===== src/rtl/pipeline_pkg.sv =====
// rtl/pipeline_pkg.sv - shared constants and helpers for the elastic pipeline
package pipeline_pkg;

    localparam int STALL_BUBBLE = 0;
    localparam int STALL_HOLD   = 1;

    // Occupancy counts 0..depth inclusive, so it needs one more code than depth.
    function automatic int clog2p1(input int depth);
        return $clog2(depth + 1);
    endfunction

endpackage


===== src/rtl/pipeline_elastic_unit_if.sv =====
// rtl/pipeline_elastic_unit_if.sv - producer/consumer handshake bundle for the elastic pipeline
interface pipeline_elastic_unit_if #(
    parameter int WIDTH = 32
) ();

    logic [WIDTH-1:0] in_data;
    logic             in_valid;
    logic             in_ready;
    logic [WIDTH-1:0] out_data;
    logic             out_valid;
    logic             out_ready;

    modport master (
        output in_data,
        output in_valid,
        output out_ready,
        input  in_ready,
        input  out_data,
        input  out_valid
    );

    modport slave (
        input  in_data,
        input  in_valid,
        input  out_ready,
        output in_ready,
        output out_data,
        output out_valid
    );

endinterface


===== src/rtl/pipeline_stage.sv =====
// rtl/pipeline_stage.sv - one valid+data slice of the elastic pipeline
module pipeline_stage #(
    parameter int WIDTH = 32
) (
    input  logic             clk,
    input  logic             reset_n,
    input  logic             en,
    input  logic             flush,
    input  logic             bubble_clr,
    input  logic             src_valid,
    input  logic [WIDTH-1:0] src_data,
    output logic             valid,
    output logic [WIDTH-1:0] data
);

    always_ff @(posedge clk) begin
        if (!reset_n) begin
            valid <= 1'b0;
            data  <= '0;
        end else if (flush) begin
            valid <= 1'b0;
            data  <= '0;
        end else if (bubble_clr) begin
            valid <= 1'b0;
        end else if (en) begin
            valid <= src_valid;
            // Data only moves with a valid source so an empty stage keeps its last value.
            if (src_valid) begin
                data <= src_data;
            end
        end
    end

endmodule


===== src/rtl/pipeline_elastic_unit.sv =====
// rtl/pipeline_elastic_unit.sv - DEPTH-stage stallable, flushable pipeline with bubble collapse
module pipeline_elastic_unit
    import pipeline_pkg::*;
#(
    parameter int WIDTH      = 32,
    parameter int DEPTH      = 3,
    parameter int STALL_MODE = STALL_HOLD
) (
    input  logic                          clk,
    input  logic                          reset_n,
    input  logic                          flush,
    input  logic                          stall,
    pipeline_elastic_unit_if.slave        bus,
    output logic [clog2p1(DEPTH)-1:0]     occupancy
);

    localparam int  OW          = clog2p1(DEPTH);
    localparam logic BUBBLE_MODE = (STALL_MODE == STALL_BUBBLE);

    logic [DEPTH:0]   valid;
    logic [WIDTH-1:0] data [DEPTH+1];
    logic [DEPTH:1]   en_raw;
    logic [DEPTH:1]   en;
    logic             hold;
    logic             bubble_clr;

    assign valid[0] = bus.in_valid;
    assign data[0]  = bus.in_data;

    // Enables ripple from the output back so any empty stage lets upstream advance.
    always_comb begin
        en_raw        = '0;
        en_raw[DEPTH] = !valid[DEPTH] || bus.out_ready;
        for (int i = DEPTH - 1; i >= 1; i--) begin
            en_raw[i] = !valid[i] || en_raw[i+1];
        end
    end

    assign hold       = stall || flush;
    assign en         = hold ? '0 : en_raw;
    assign bubble_clr = stall && BUBBLE_MODE;

    for (genvar i = 1; i <= DEPTH; i++) begin : g_stage
        pipeline_stage #(
            .WIDTH (WIDTH)
        ) u_stage (
            .clk        (clk),
            .reset_n    (reset_n),
            .en         (en[i]),
            .flush      (flush),
            .bubble_clr (bubble_clr),
            .src_valid  (valid[i-1]),
            .src_data   (data[i-1]),
            .valid      (valid[i]),
            .data       (data[i])
        );
    end

    always_comb begin
        occupancy = '0;
        for (int i = 1; i <= DEPTH; i++) begin
            occupancy = occupancy + OW'(valid[i]);
        end
    end

    // Output valid is masked so no consumer handshake can complete during stall or flush.
    assign bus.in_ready  = en[1];
    assign bus.out_valid = valid[DEPTH] && !hold;
    assign bus.out_data  = data[DEPTH];

endmodule


===== src/flat_wrapper.sv =====
// flat-port wrapper written by rule: the top's interface ports become plain ports
module pipeline_elastic_unit_flat import pipeline_pkg::*;
#(
    parameter int WIDTH      = 32,
    parameter int DEPTH      = 3,
    parameter int STALL_MODE = STALL_HOLD
)
  (clk, reset_n, flush, stall, occupancy, bus_in_data, bus_in_valid, bus_out_ready, bus_in_ready, bus_out_data, bus_out_valid);
  pipeline_elastic_unit_if #(.WIDTH(WIDTH)) bus_i ();
  input  logic clk;
  input  logic reset_n;
  input  logic flush;
  input  logic stall;
  output logic [clog2p1(DEPTH)-1:0] occupancy;
  input wire logic [$bits(bus_i.in_data)-1:0] bus_in_data;
  input wire logic [$bits(bus_i.in_valid)-1:0] bus_in_valid;
  input wire logic [$bits(bus_i.out_ready)-1:0] bus_out_ready;
  output wire logic [$bits(bus_i.in_ready)-1:0] bus_in_ready;
  output wire logic [$bits(bus_i.out_data)-1:0] bus_out_data;
  output wire logic [$bits(bus_i.out_valid)-1:0] bus_out_valid;
  assign bus_i.in_data = bus_in_data;
  assign bus_i.in_valid = bus_in_valid;
  assign bus_i.out_ready = bus_out_ready;
  assign bus_in_ready = bus_i.in_ready;
  assign bus_out_data = bus_i.out_data;
  assign bus_out_valid = bus_i.out_valid;
  pipeline_elastic_unit #(.WIDTH(WIDTH), .DEPTH(DEPTH), .STALL_MODE(STALL_MODE)) u_core (.clk(clk), .reset_n(reset_n), .flush(flush), .stall(stall), .bus(bus_i), .occupancy(occupancy));
endmodule

===== config.mk =====
export PLATFORM = sky130hd
export DESIGN_NAME = pipeline_elastic_unit_flat
export DESIGN_NICKNAME = d
export VERILOG_FILES = /design/src/rtl/pipeline_pkg.sv /design/src/rtl/pipeline_elastic_unit_if.sv /design/src/rtl/pipeline_stage.sv /design/src/rtl/pipeline_elastic_unit.sv /design/src/flat_wrapper.sv
export SDC_FILE = /design/constraint.sdc
export NUM_CORES = 1
export LEC_CHECK = 0
export BUFFER_PORTS_ARGS = -buffer_cell sky130_fd_sc_hd__buf_4
export CAP_MARGIN = 25
export CORE_MARGIN = 1
export CORE_UTILIZATION = 30
export DETAILED_ROUTE_END_ITERATION = 7
export PLACE_DENSITY_LB_ADDON = 0.3
export SYNTH_ARGS = -nofsm -noshare
export SYNTH_HDL_FRONTEND = slang
export SYNTH_HIERARCHICAL = 1
export SYNTH_SLANG_ARGS = --single-unit
export TNS_END_PERCENT = 10

===== constraint.sdc =====
create_clock -name clk -period 4.75 [get_ports clk]
set_clock_uncertainty 0.2 [all_clocks]
set_input_delay 0.95 -clock clk [delete_from_list [all_inputs] [get_ports clk]]
set_output_delay 0.95 -clock clk [all_outputs]
set_load 0.01 [all_outputs]

# Yosys cells after proc, flatten, opt, wreduce, memory -nomap -nowiden
# Index checks and enable logic that the tools add are counted.
dict set report word_totals {
  register_bits 99
  latch_bits 0
  ram_bits 0
  romBits 0
  inputBits 38
  out_inout_bits 36
  elab_cells 23
  memories 0
}
dict set report classes {
  addsub 2
  multipliers 0
  div_mod_pow 0
  n_lt_le_gt_ge 0
  n_eq_ne 0
  shift 0
  n_mux 1
  bitwise 1
  reduce_logical 13
}
# operator n
set op_table {}
lappend op_table {{2-bit AND reduction} 3}
lappend op_table {{1-bit zero test} 4}
lappend op_table {{1-bit logical OR} 4}
lappend op_table {{3-bit 2-to-1 mux} 1}
lappend op_table {{1-bit by 1-bit adder with 2-bit output} 1}
lappend op_table {{2-bit by 1-bit adder with 2-bit output} 1}
lappend op_table {{2-bit OR reduction} 1}
lappend op_table {{1-bit logical AND} 1}
lappend op_table {{1-bit inverter} 1}

# Logic depth before layout (Yosys ltp)
dict set report logic_depth {
  depth_word 6
  ltp_mapped 6
  depth_no_buf 4
}

# Modules after synthesis
# The synthesis kept the hierarchy.
# mod n_inst cells_per_inst area_per_inst_um2 seq_area_each_um2
set modules_own_cells {}
lappend modules_own_cells {pipeline_stage 3 150 1626.6 660.6}
lappend modules_own_cells {pipeline_elastic_unit 1 7 72.6 0.0}

# Worst setup path after synthesis
# Ideal clock, no wire load.
dict set report synth_timing {
  path_type {input to output}
  start {input port bus_out_ready}
  end {output port bus_in_ready}
  arrival_ps 1377
  required_ps 3600
  slack_ps 2223
  path_stages 2
  path_buffers 0
  path_cell_list {nor2b_4 > a311oi_2}
}
dict set report synth_between {
  elab_chain_cells 4
}
# item line_no
set synth_lines {}
lappend synth_lines {{start, declared} flat_wrapper.sv:17} ;# input wire logic [$bits(bus_i.out_ready)-1:0] bus_out_ready;
lappend synth_lines {{1-bit logical OR} pipeline_elastic_unit.sv:33} ;# en_raw[DEPTH] = !valid[DEPTH] || bus.out_ready;
lappend synth_lines {{1-bit logical OR (2 in series)} pipeline_elastic_unit.sv:35} ;# en_raw[i] = !valid[i] || en_raw[i+1];
lappend synth_lines {{3-bit 2-to-1 mux} pipeline_elastic_unit.sv:40} ;# assign en = hold ? '0 : en_raw;
lappend synth_lines {{end, declared} flat_wrapper.sv:18} ;# output wire logic [$bits(bus_i.in_ready)-1:0] bus_in_ready;
# No other way between the ends.

# Worst setup path in the final report
dict set report layout_timing {
  start {input port flush}
  end {output port bus_in_ready}
}
dict set report layout_between {
  elab_chain_cells 2
}
# item line_no
set layout_lines {}
lappend layout_lines {{start, declared} flat_wrapper.sv:12} ;# input logic flush;
lappend layout_lines {{1-bit logical OR} pipeline_elastic_unit.sv:39} ;# assign hold = stall || flush;
lappend layout_lines {{3-bit 2-to-1 mux} pipeline_elastic_unit.sv:40}
# No other way between the ends.

==> results.json <==
{
  "status": "finished clean",
  "wl_per_cell_um": 14.4,
  "drt_wl_total_um": 10300,
  "core_area_um2": 16000,
  "hold_path_end": "u_core/g_stage[3].u_stage/data[26]",
  "post-route-period-util_pct": 60.5,
  "critPathCaptureType": "output port",
  "ant_nets": 0,
  "drive_gt1_share_pct": 19.0,
  "place_hpwl_um": 6510,
  "setup_viol": 0,
  "yosysUniqueCellTypes": 16,
  "leakagePower_nw": 1.82,
  "pre_cts_ws_ns": 1.72,
  "cts_setup_buffers": 0,
  "stdcell_count": 717,
  "nNetsFinal": 535,
  "synthCells": 457,
  "required_ns": 3.60,
  "start_kind": "input port",
  "antenna_found_initial": 0,
  "overflow": 0,
  "htreeDepth": 3,
  "maxSlewHeadroom_pct": 34.6,
  "final_area_um2": 5740,
  "dp_cells": 700,
  "avgSynthCellArea_um2": 10.8,
  "row_count": 46,
  "power_frac_seq_pct": 51.1,
  "grt_use_total_pct": 12.2,
  "cpMostUsedCell": "buf_4",
  "diodes": 0,
  "holdPathStages": 2,
  "min_from": "u_core/g_stage[3].u_stage/data[26]",
  "p_per_area_nw_per_um2": 285,
  "yosysWarnings": 6,
  "cpMaxStageDelayCell": "a311oi_2",
  "slew_violations": 0,
  "hold_viol": 0,
  "die_y_um": 130,
  "tritoncts": "yes",
  "clkPwrFrac_pct": 41.7,
  "clockBufferDepth": 2,
  "root_buffer": "clkbuf_16",
  "setup_tns_ns": 0,
  "syn_area_um2": 4950,
  "path_cells": "buf_4 -> a311oi_2 -> buf_4",
  "first_pass_iters": 4,
  "reg2reg_to": "u_core/g_stage[1].u_stage/data[8]",
  "numCtsBuffers": 9,
  "worstPathMaxFanout": 11,
  "rrSetupSlack_ns": 2.32,
  "cp_num_buf_inv": 2,
  "setup_slack_ns": 1.88,
  "clock_latency_ns": 0.34,
  "fillers": 1635,
  "place.gp.congestion": 0.719,
  "crit_family": "compound AO/OA/AOI/OAI gates",
  "holdBufCountCts": 0,
  "rsz0062_at_grt": "no",
  "vias_per_cell": 4.67,
  "drc": 0,
  "cts.sinks": 99,
  "vdd_ir_drop_max_v": 0.000158,
  "io_pins": 74,
  "combinationalPowerShare_pct": 7.2,
  "num_vias": 3348,
  "synthToLayoutAreaGrowth_pct": 15.8,
  "yosysSeqAreaShare_pct": 40.0,
  "switching_share_pct": 21.9,
  "grt_pass1_wl_um": 16700,
  "layout_min_cycle_time_ns": 2.87,
  "first_global_vias": 3086,
  "utilization_pct": 35.9,
  "dpl-instance-area_um2": 5440,
  "p_switching_mw": 0.358,
  "cap_viol_max_count": 0,
  "tightest_slew_ns": 0.981,
  "ys_seq_elements": 99,
  "rr_worst_depth": 4,
  "start_util_pct": 31.0,
  "die_w_um": 130,
  "r2r-start": "u_core/g_stage[3].u_stage/valid",
  "max_freq_mhz": 348,
  "dieArea_um2": 17000,
  "path_clk_slew_ns": 0.06,
  "p_int_mw": 1.28,
  "worstSetupPathType": "in2out",
  "drtIter0Drc": 293,
  "cts_resized": 0,
  "min_path_type": "reg2reg",
  "crit_arrival_ns": 1.72,
  "io_buffers": 73,
  "cp_num_cells": 3,
  "max_stage_delay_ns": 0.42,
  "grt_max_degree": 118
}
## sequential cells by signal (all words and copies together), names as in the netlist
register and flops:
u_core/g_stage.u_stage/data 96, u_core/g_stage.u_stage/valid 3
## placed cells by master, fill, tap and decap left out, types with 3 or more instances in the layout
cell and n:
buf_4 74, dfxtp_1 99, mux2i_1 99, clkbuf_1 3, nand3b_1 192, conb_1 6
nor4b_1 3, and3b_2 3, clkbuf_16 9
## worst max-delay path by stage
stage / start / end / slack, ns
global placement: flush / u_core/g_stage[1].u_stage/data[30] / 1.81
CTS: flush / bus_in_ready / 1.89
floorplan: bus_out_ready / bus_in_ready / 2.22
global route: flush / bus_in_ready / 1.83
finish: flush / bus_in_ready / 1.88
detailed placement: flush / u_core/g_stage[1].u_stage/data[3] / 1.72
## power by group through the flow
stage / Clock, mW / Combinational (mW) / Sequential [mW]
after global routing: 0.739 / 0.127 / 0.833
after CTS: 0.703 / 0.115 / 0.833
after global placement: 0 / 0.112 / 0.852
after floorplan: 0 / 0.0819 / 0.852
after detailed placement: 0 / 0.115 / 0.853
final: 0.681 / 0.118 / 0.834
## layer usage
metal / vias to the layer above / part of all wire (%) / global-route usage (%)
met4: 0 / 1.2 / 4.26
met2: 56 / 38 / 14.8
met1: 1574 / 58 / 20.0
met5: - / 0 / 0
li1: 1710 / - / -
met3: 8 / 2.9 / 2.48
## layout make-up
type | instances | area, µm² | share of cell area (%)
well taps | 216 | 270 | 4.71
flip-flops and latches | 99 | 1980 | 34.5
clock buffers | 14 | 264 | 4.60
multi-input cells | 309 | 2580 | 45.0
repair buffers | 77 | 631 | 11.0
clock inverters | 2 | 10.0 | 0.174
## tightest hold or removal path, cell delays in order, from the launching register on
cell and delay (ns):
dfxtp_1 0.31, nand3b_1 0.07, mux2i_1 0.06
## synthesized netlist by cell type
cell type,instances,area (µm²)
nand3b_1,192,1440
dfxtp_1,99,1980
mux2i_1,99,991
buf_2,33,165
buf_12,9,180
clkbuf_1,9,33.8
and3b_1,3,26.3
buf_6,3,33.8
nor4b_1,3,26.3
a211oi_1,1,7.51
a311oi_2,1,15.0
conb_1,1,3.75
fa_1,1,20.0
nor2b_4,1,13.8
nor3_1,1,5.00
nor3b_1,1,7.51
## through the flow
| stage | power (mW) | hold slack, ns |
|---|---|---|
| finish | 1.63 | 0.287 |
| global route | 1.70 | 0.294 |
| CTS | 1.65 | 0.291 |
| detailed placement | 0.968 | 0.276 |
| global placement | 0.965 | 0.279 |
| floorplan | 0.934 | 0.262 |
## cell families (layout without fill, tap and decap cells)
group / Yosys count / count (layout) / share of synthesized area (%)
AOI/OAI and AO/OA: 2 / 2 / 0.455
adders and majority gates: 1 / 1 / 0.404
other: 1 / 6 / 0.0757
buffers and inverters: 54 / 93 / 8.34
DFF: 99 / 99 / 40.0
muxes: 99 / 99 / 20.0
and+or+nand+nor: 201 / 201 / 30.7
(Power assumes the default switching activity.)
